--- config.mk ---
export PLATFORM = sky130hd
export DESIGN_NAME = ula_op_sequencer
export DESIGN_NICKNAME = d
export VERILOG_FILES = /design/src/rtl/ula_op_sequencer.sv
export SDC_FILE = /design/constraint.sdc
export NUM_CORES = 1
export LEC_CHECK = 0
export BUFFER_PORTS_ARGS = -buffer_cell sky130_fd_sc_hd__buf_2
export CORE_AREA = 2 2 59 61
export CTS_CLUSTER_DIAMETER = 80
export DETAILED_ROUTE_END_ITERATION = 8
export DIE_AREA = 0 0 61 63
export GPL_TIMING_DRIVEN = 1
export PLACE_DENSITY_LB_ADDON = 0.2
export SLEW_MARGIN = 40
export SYNTH_ARGS = -nofsm -noshare
export SYNTH_HDL_FRONTEND = slang
export SYNTH_SLANG_ARGS = --single-unit
--- constraint.sdc ---
create_clock -name clk -period 1.3 [get_ports clk]
set_input_delay 0.13 -clock clk [delete_from_list [all_inputs] [get_ports clk]]
set_output_delay 0.13 -clock clk [all_outputs]
set_load 0.02 [all_outputs]
--- src/rtl/ula_op_sequencer.sv ---
// ula_op_sequencer: accepts one ALU opcode at a time, pops its operands from the
// data stack into the operand registers, holds the ALU select for the whole
// operation and issues exactly one write-back strobe (push, compare write or error).
module ula_op_sequencer #(
  parameter int ADDR_WIDTH = 12,
  parameter int CNT_WIDTH  = 16
) (
  input  logic                  clk,
  input  logic                  rst,
  input  logic                  OP_VALID,
  input  logic [3:0]            OP_CODE,
  output logic                  OP_READY,
  input  logic [ADDR_WIDTH:0]   STACK_COUNT,
  output logic                  STACK_POP,
  output logic                  STACK_PUSH,
  output logic                  CTRL_REG_OP1,
  output logic                  CTRL_REG_OP2,
  output logic                  CTRL_REG_OVERFLOW,
  output logic                  CTRL_STACK_COMP,
  output logic [3:0]            SEL_ULA,
  output logic                  OP_DONE,
  output logic                  OP_ERR,
  output logic [CNT_WIDTH-1:0]  OP_COUNT
);

  typedef enum logic [2:0] {
    S_IDLE  = 3'd0,
    S_LOAD1 = 3'd1,
    S_LOAD2 = 3'd2,
    S_EXEC  = 3'd3,
    S_ERR   = 3'd4
  } state_t;

  localparam logic [3:0]          SEL_INERT = 4'b1111;
  localparam logic [ADDR_WIDTH:0] CNT_ZERO  = {(ADDR_WIDTH+1){1'b0}};
  localparam logic [ADDR_WIDTH:0] CNT_TWO   = (ADDR_WIDTH+1)'(2);
  localparam logic [CNT_WIDTH-1:0] CNT_ONE  = CNT_WIDTH'(1);

  // Opcode class decoders
  function automatic logic f_is_arith(input logic [3:0] op);
    return (op <= 4'd4);
  endfunction

  function automatic logic f_is_unary(input logic [3:0] op);
    return (op == 4'd8);
  endfunction

  function automatic logic f_is_comp(input logic [3:0] op);
    return (op >= 4'd9) && (op <= 4'd14);
  endfunction

  function automatic logic f_is_illegal(input logic [3:0] op);
    return (op == 4'd15);
  endfunction

  state_t                 r_state;
  logic [3:0]             r_sel;
  logic                   r_pop;
  logic                   r_push;
  logic                   r_op1;
  logic                   r_op2;
  logic                   r_ovf;
  logic                   r_comp;
  logic                   r_done;
  logic                   r_err;
  logic [CNT_WIDTH-1:0]   r_count;

  logic                   w_underflow;
  logic                   w_exec_push;
  logic                   w_exec_ovf;
  logic                   w_exec_comp;

  // Underflow test on the incoming opcode, and EXEC strobes for the latched opcode
  always_comb begin
    w_underflow = 1'b0;
    if (f_is_unary(OP_CODE)) begin
      w_underflow = (STACK_COUNT == CNT_ZERO);
    end else begin
      w_underflow = (STACK_COUNT < CNT_TWO);
    end
    w_exec_push = !f_is_comp(r_sel);
    w_exec_ovf  = f_is_arith(r_sel);
    w_exec_comp = f_is_comp(r_sel);
  end

  // Sequencer FSM with registered strobes; pulses default low every cycle
  always_ff @(posedge clk or posedge rst) begin
    if (rst) begin
      r_state <= S_IDLE;
      r_sel   <= SEL_INERT;
      r_pop   <= 1'b0;
      r_push  <= 1'b0;
      r_op1   <= 1'b0;
      r_op2   <= 1'b0;
      r_ovf   <= 1'b0;
      r_comp  <= 1'b0;
      r_done  <= 1'b0;
      r_err   <= 1'b0;
      r_count <= {CNT_WIDTH{1'b0}};
    end else begin
      r_pop  <= 1'b0;
      r_push <= 1'b0;
      r_op1  <= 1'b0;
      r_op2  <= 1'b0;
      r_ovf  <= 1'b0;
      r_comp <= 1'b0;
      r_done <= 1'b0;
      r_err  <= 1'b0;
      case (r_state)
        S_IDLE: begin
          if (OP_VALID) begin
            r_sel <= OP_CODE;
            if (f_is_illegal(OP_CODE) || w_underflow) begin
              r_state <= S_ERR;
              r_err   <= 1'b1;
            end else begin
              r_state <= S_LOAD1;
              r_pop   <= 1'b1;
              r_op1   <= 1'b1;
            end
          end else begin
            r_sel <= SEL_INERT;
          end
        end
        S_LOAD1: begin
          if (f_is_unary(r_sel)) begin
            r_state <= S_EXEC;
            r_push  <= w_exec_push;
            r_ovf   <= w_exec_ovf;
            r_comp  <= w_exec_comp;
            r_done  <= 1'b1;
          end else begin
            r_state <= S_LOAD2;
            r_pop   <= 1'b1;
            r_op2   <= 1'b1;
          end
        end
        S_LOAD2: begin
          r_state <= S_EXEC;
          r_push  <= w_exec_push;
          r_ovf   <= w_exec_ovf;
          r_comp  <= w_exec_comp;
          r_done  <= 1'b1;
        end
        S_EXEC: begin
          r_state <= S_IDLE;
          r_sel   <= SEL_INERT;
          r_count <= r_count + CNT_ONE;
        end
        S_ERR: begin
          r_state <= S_IDLE;
          r_sel   <= SEL_INERT;
        end
        default: begin
          r_state <= S_IDLE;
          r_sel   <= SEL_INERT;
        end
      endcase
    end
  end

  assign OP_READY          = (r_state == S_IDLE);
  assign STACK_POP         = r_pop;
  assign STACK_PUSH        = r_push;
  assign CTRL_REG_OP1      = r_op1;
  assign CTRL_REG_OP2      = r_op2;
  assign CTRL_REG_OVERFLOW = r_ovf;
  assign CTRL_STACK_COMP   = r_comp;
  assign SEL_ULA           = r_sel;
  assign OP_DONE           = r_done;
  assign OP_ERR            = r_err;
  assign OP_COUNT          = r_count;

endmodule

* After elaboration in Yosys (flattened, before gate mapping)
Cells that the tools add are included.
** Word-level totals
- Register bits after elaboration :: 31
- Input bits :: 20
- Output and inout port bits :: 29
- Word-level logic and storage cells :: 53
** Cells by class
- Add/subtract/negate cells :: 1
- Magnitude comparators :: 4
- Eq/ne operators :: 7
- Multiplexer cells :: 24
- Reduce and logical (&&, ||, !) cells :: 6
** Operators by type and width (number)
- adder 16 x 1 -> 16 bit, second input constant :: 1
- 2-to-1 mux 1 bit :: 14
- zero test 13 bit :: 1
- less-than comparator 13 x 2 -> 1 bit, second input constant :: 1
- equality test 4 bit, second input constant :: 3
- one-hot mux 1 bit (2 select lines) :: 5
- one-hot mux 3 bit (3 select lines) :: 1
- one-hot mux 4 bit (2 select lines) :: 1
- equality test 3 x 2 -> 1 bit, second input constant :: 2
- 2-to-1 mux 3 bit :: 2
- >= comparator 4 bit, second input constant :: 1
- <= comparator 4 x 3 -> 1 bit, second input constant :: 1
- <= comparator 4 bit, second input constant :: 1
- 2-to-1 mux 4 bit :: 1
- equality test 3 x 1 -> 1 bit, second input constant :: 1
- zero test 3 bit :: 1
- != test 2 bit, second input constant :: 1
- OR reduction 2 bit :: 1
- logical AND 1 bit :: 1
- zero test 1 bit :: 1
- logical OR 1 bit :: 1

* Depth between registers and ports, before layout
- Word-level depth :: 6
- Mapped depth :: 5
- Mapped depth without buffers :: 5

* Worst setup path after synthesis
Ideal clock, no wire load.
- Path kind :: reg2reg
- Start point :: register r_state[0]
- End point :: register r_sel[0], in the netlist SEL_ULA[0]
- Setup time :: 80 ps
- Arrival :: 1540 ps
- Required time :: 1220 ps
- Slack :: -320 ps
- Cell stages (with the launch flop) :: 4
- Path buffers :: 0
- Period minus slack after synthesis :: 1620 ps
- Path through :: dfrtp_1 -> nor3_1 -> nand2_1 -> o22a_1
** Between the ends
- Elaborated cells on any way between the ends :: 5
- Classes of those cells :: eq/ne (2); mux (1); reduce/logical (2)
** RTL lines
- start, declared :: line 56 : state_t r_state;
- start signal, assigned :: line 89 : r_state <= S_IDLE;
- start signal, assigned :: line 114 : r_state <= S_ERR;
- start signal, assigned :: line 117 : r_state <= S_LOAD1;
- zero test 3 bit
- net OP_READY :: line 12 : output logic OP_READY,
- one-hot mux 4 bit (2 select lines) :: line 109 : case (r_state)
- end signal, assigned :: line 112 : r_sel <= OP_CODE;
- end signal, assigned :: line 122 : r_sel <= SEL_INERT;
- end signal, assigned :: line 147 : r_sel <= SEL_INERT;
- end, declared :: line 57 : logic [3:0] r_sel;
The timed path passes the listed nets, and every way through them passes these cells.
A chain may end at the register's enable or synchronous reset.

* Final worst setup path
- Start point :: register r_state[2]
- End point :: output OP_READY
** Between the ends
- Word-level cells in the longest chain between the ends :: 1
** RTL lines
- zero test 3 bit :: line 162 : assign OP_READY = (r_state == S_IDLE);
- end, declared :: line 12
No other way between the ends.

==> impl_metrics.json <==
{
  "tritoncts_num_sinks": 31,
  "final_core_util": 0.606,
  "finalSetupViolCount": 3,
  "cts_max_level": 2,
  "clock_power_share": 0.158,
  "timing_worst_setup_path_type": "flip-flop to output port",
  "cell_total_after_placement": 219,
  "synthToLayoutAreaGrowth_pct": 46.8,
  "routability_cong": 0.747,
  "power_switching_w": 0.00137,
  "final_max_slew_viol_count": 0,
  "wl_per_cell_um": 11.9,
  "design.die.area_um2": 3840,
  "period_needed_ps": 1350,
  "boundaryPins": 49,
  "slew_headroom": 0.752,
  "synthesis_stage_register_bit_count": 31,
  "ys_types": 29,
  "worst-slew-pin-transition_ps": 369,
  "hold_violations": 0,
  "clk_transition_reported_paths_ps": 100,
  "globalRouteOverflowTotal": 0,
  "combPwrFrac": 0.445,
  "ys_seq_area_frac": 0.585,
  "core_area_um2": 3230,
  "insertion_delay_ps": 330,
  "clk_path_buf_depth": 2,
  "ys.warnings.count": 0,
  "max_cap_viol_count": 0,
  "hold_path.class": "input port to flip-flop",
  "grt_pass1_vias": 1052,
  "drt_first_pass_iters": 4,
  "cp.required_ps": 1170,
  "startpoint_class": "flip-flop",
  "detail_route.wirelength_mm": 2.80,
  "finish.cell_count_without_fillers": 235,
  "switching_share": 0.374,
  "syn-num-nets": 134,
  "rows": 21,
  "power.ir.vdd_worst_mv": 0.995,
  "post_synth_inst_count": 113,
  "finalHoldWorstSlack_ps": 71.6,
  "drive_above_1_share": 0.524,
  "cts_tree": "yes",
  "p_leak_nw": 0.980,
  "status": "complete, but fails checks",
  "die_width_um": 61,
  "antenna_cells": 0,
  "synth.avg_cell_area_um2": 11.8,
  "total_power_w": 0.00367,
  "p_seq_frac": 0.397,
  "initial_antenna_violation_count": 0,
  "crit_arrival_ps": 1220,
  "netlist_area_um2": 1340,
  "layout_setup_ws_ps": -53.8,
  "violations_in_the_final_reports": "negative setup slack",
  "vias": 1124,
  "final_antenna_net_count": 0,
  "nNetsFinal": 209,
  "critical_path_peak_fanout": 3,
  "grt.total_usage": 0.153,
  "cts.root.buffer_cell": "clkbuf_4",
  "worst_clock_skew_ps": 17.3,
  "period_share": 1.04,
  "start_util": 0.413,
  "fp.dieH_um": 63,
  "critical_path.endpoint_type": "output port",
  "cts_inserted_buffers": 5,
  "detail_route.iter0.violations": 32,
  "maximum_number_of_pins_on_one_net_before_global_route_repair": 32,
  "power.density_cell_area_nw_per_um2": 1870,
  "routed_via_density": 4.78,
  "drc_violation_count_after_routing": 0,
  "detailed_place_hpwl_mm": 2.03,
  "port_buffers": 48,
  "clock.fmax_mhz": 739,
  "global_route_wire_length_before_repair_mm": 4.40,
  "internal-power_w": 0.00230,
  "rsz0062_at_grt": "true"
}
[path summary, 6_finish.rpt]
check | startpoint | to | slack, ps | depth (start not counted)
setup / recovery | r_state[2]$_DFFE_PP0P_ | OP_READY | -50 | 3
hold / removal | OP_CODE[2] | SEL_ULA[2]$_DFFE_PP1P_ | 70 | 2
setup reg to reg | OP_COUNT[0]$_DFFE_PP0N_ | OP_COUNT[12]$_DFFE_PP0N_ | -30 | 5
hold reg to reg | OP_COUNT[15]$_DFFE_PP0N_ | OP_COUNT[15]$_DFFE_PP0N_ | 470 | 1
max in group asynchronous | rst | SEL_ULA[3]$_DFFE_PP1P_ | 580 | 4
min in group asynchronous | rst | OP_COUNT[14]$_DFFE_PP0N_ | 410 | 4
[repair_timing]
action,4_1_cts,5_1_grt
pin swaps,1,10
endpoints found under the hold margin,27,0
resized for setup,3,15
endpoints found under the setup margin,7,16
buffers inserted,2,5
hold buffers,1,0
[stage by stage]
step | TNS (ps) | setup WS (ps) | instance area, µm²
2_1_floorplan | -96.4 | -48.6 | 1380
3_3_place_gp | -145 | -39.4 | 1770
3_5_place_dp | -157 | -37.4 | 1770
4_1_cts | -184 | -54.3 | 1860
5_1_grt | -422 | -121 | 1960
6_report | -109 | -53.8 | 1960
[flip-flops by register name (all words and copies together) (netlist names)]
| name | count |
|---|---|
| OP_DONE | 1 |
| r_state | 3 |
| CTRL_REG_OP2 | 1 |
| SEL_ULA | 4 |
| STACK_PUSH | 1 |
| CTRL_STACK_COMP | 1 |
| OP_ERR | 1 |
| STACK_POP | 1 |
| CTRL_REG_OP1 | 1 |
| CTRL_REG_OVERFLOW | 1 |
| OP_COUNT | 16 |
[cell type report]
class                   instances  area [µm²]
multi-input cells              79         613
inverters                       3        11.3
flip-flops and latches         31         791
fillers                       267        1270
clock inverters                 1        5.00
well taps                      46        57.6
clock buffers                   7        55.1
repair buffers                 68         427
[placed cells by master, fill, tap and decap left out, types with 4 or more instances in the layout]
master    netlist  layout
clkbuf_4        0       5
buf_4           0      15
xnor2_1        12      12
dfstp_2         4       4
buf_6           0       7
nor2_1          8       6
dfrtp_2         0       8
nor4_1          4       4
o22a_1          4       4
buf_2           0      45
nand2_1        10       9
dfrtp_1        27      19
nand3_1         7       6
nand4_1         6       6
[cells by family after synthesis]
group,Yosys count,share of synthesized area
simple gates,53,0.243
compound gates,10,0.0562
flops,31,0.585
buf+inv,3,0.00843
fa+ha+maj,1,0.00937
xor+xnor,15,0.0984
[cells in the mapped netlist, drive strengths merged]
master  instances  area [µm²]
nor2b           2        12.5
nor4b           1        8.76
xor2            3        26.3
inv             3        11.3
nor2            8        30.0
o21ai           1        5.00
xnor2          12         105
o21bai          2        15.0
nand2b          3        18.8
o22a            4        35.0
a21oi           1        5.00
and2            1        6.26
nand4           7        58.8
nand2          10        37.5
ha              1        12.5
or3             1        6.26
dfstp           4         105
and3            1        6.26
o21a            1        7.51
or2             2        12.5
and4b           1        10.0
nand3b          1        20.0
nor4            5        46.3
dfrtp          27         676
nor3            3        15.0
a21o            1        7.51
nand3           7        35.0
[worst max-delay path, cell delays in order (launching register included)]
cell	delay, ps
dfrtp_2	420
buf_6	130
nor3_4	220
buf_6	150
[power by group through the flow]
stage / clock, W / combinational, W / sequential (W)
floorplan: 0 / 0.000537 / 0.00177
global placement: 0 / 0.00133 / 0.00147
detailed placement: 0 / 0.00135 / 0.00148
CTS: 0.000596 / 0.00145 / 0.00144
global route: 0.000642 / 0.00178 / 0.00149
finish: 0.000582 / 0.00163 / 0.00146
[layer usage]
layer,track usage,up-vias,wire length [µm]
met5,0,-,0
met4,0.0652,0,34
met3,0.0621,4,175
met2,0.242,40,1400
met1,0.180,535,1190
li1,-,545,-
(Power assumes the default switching activity.)
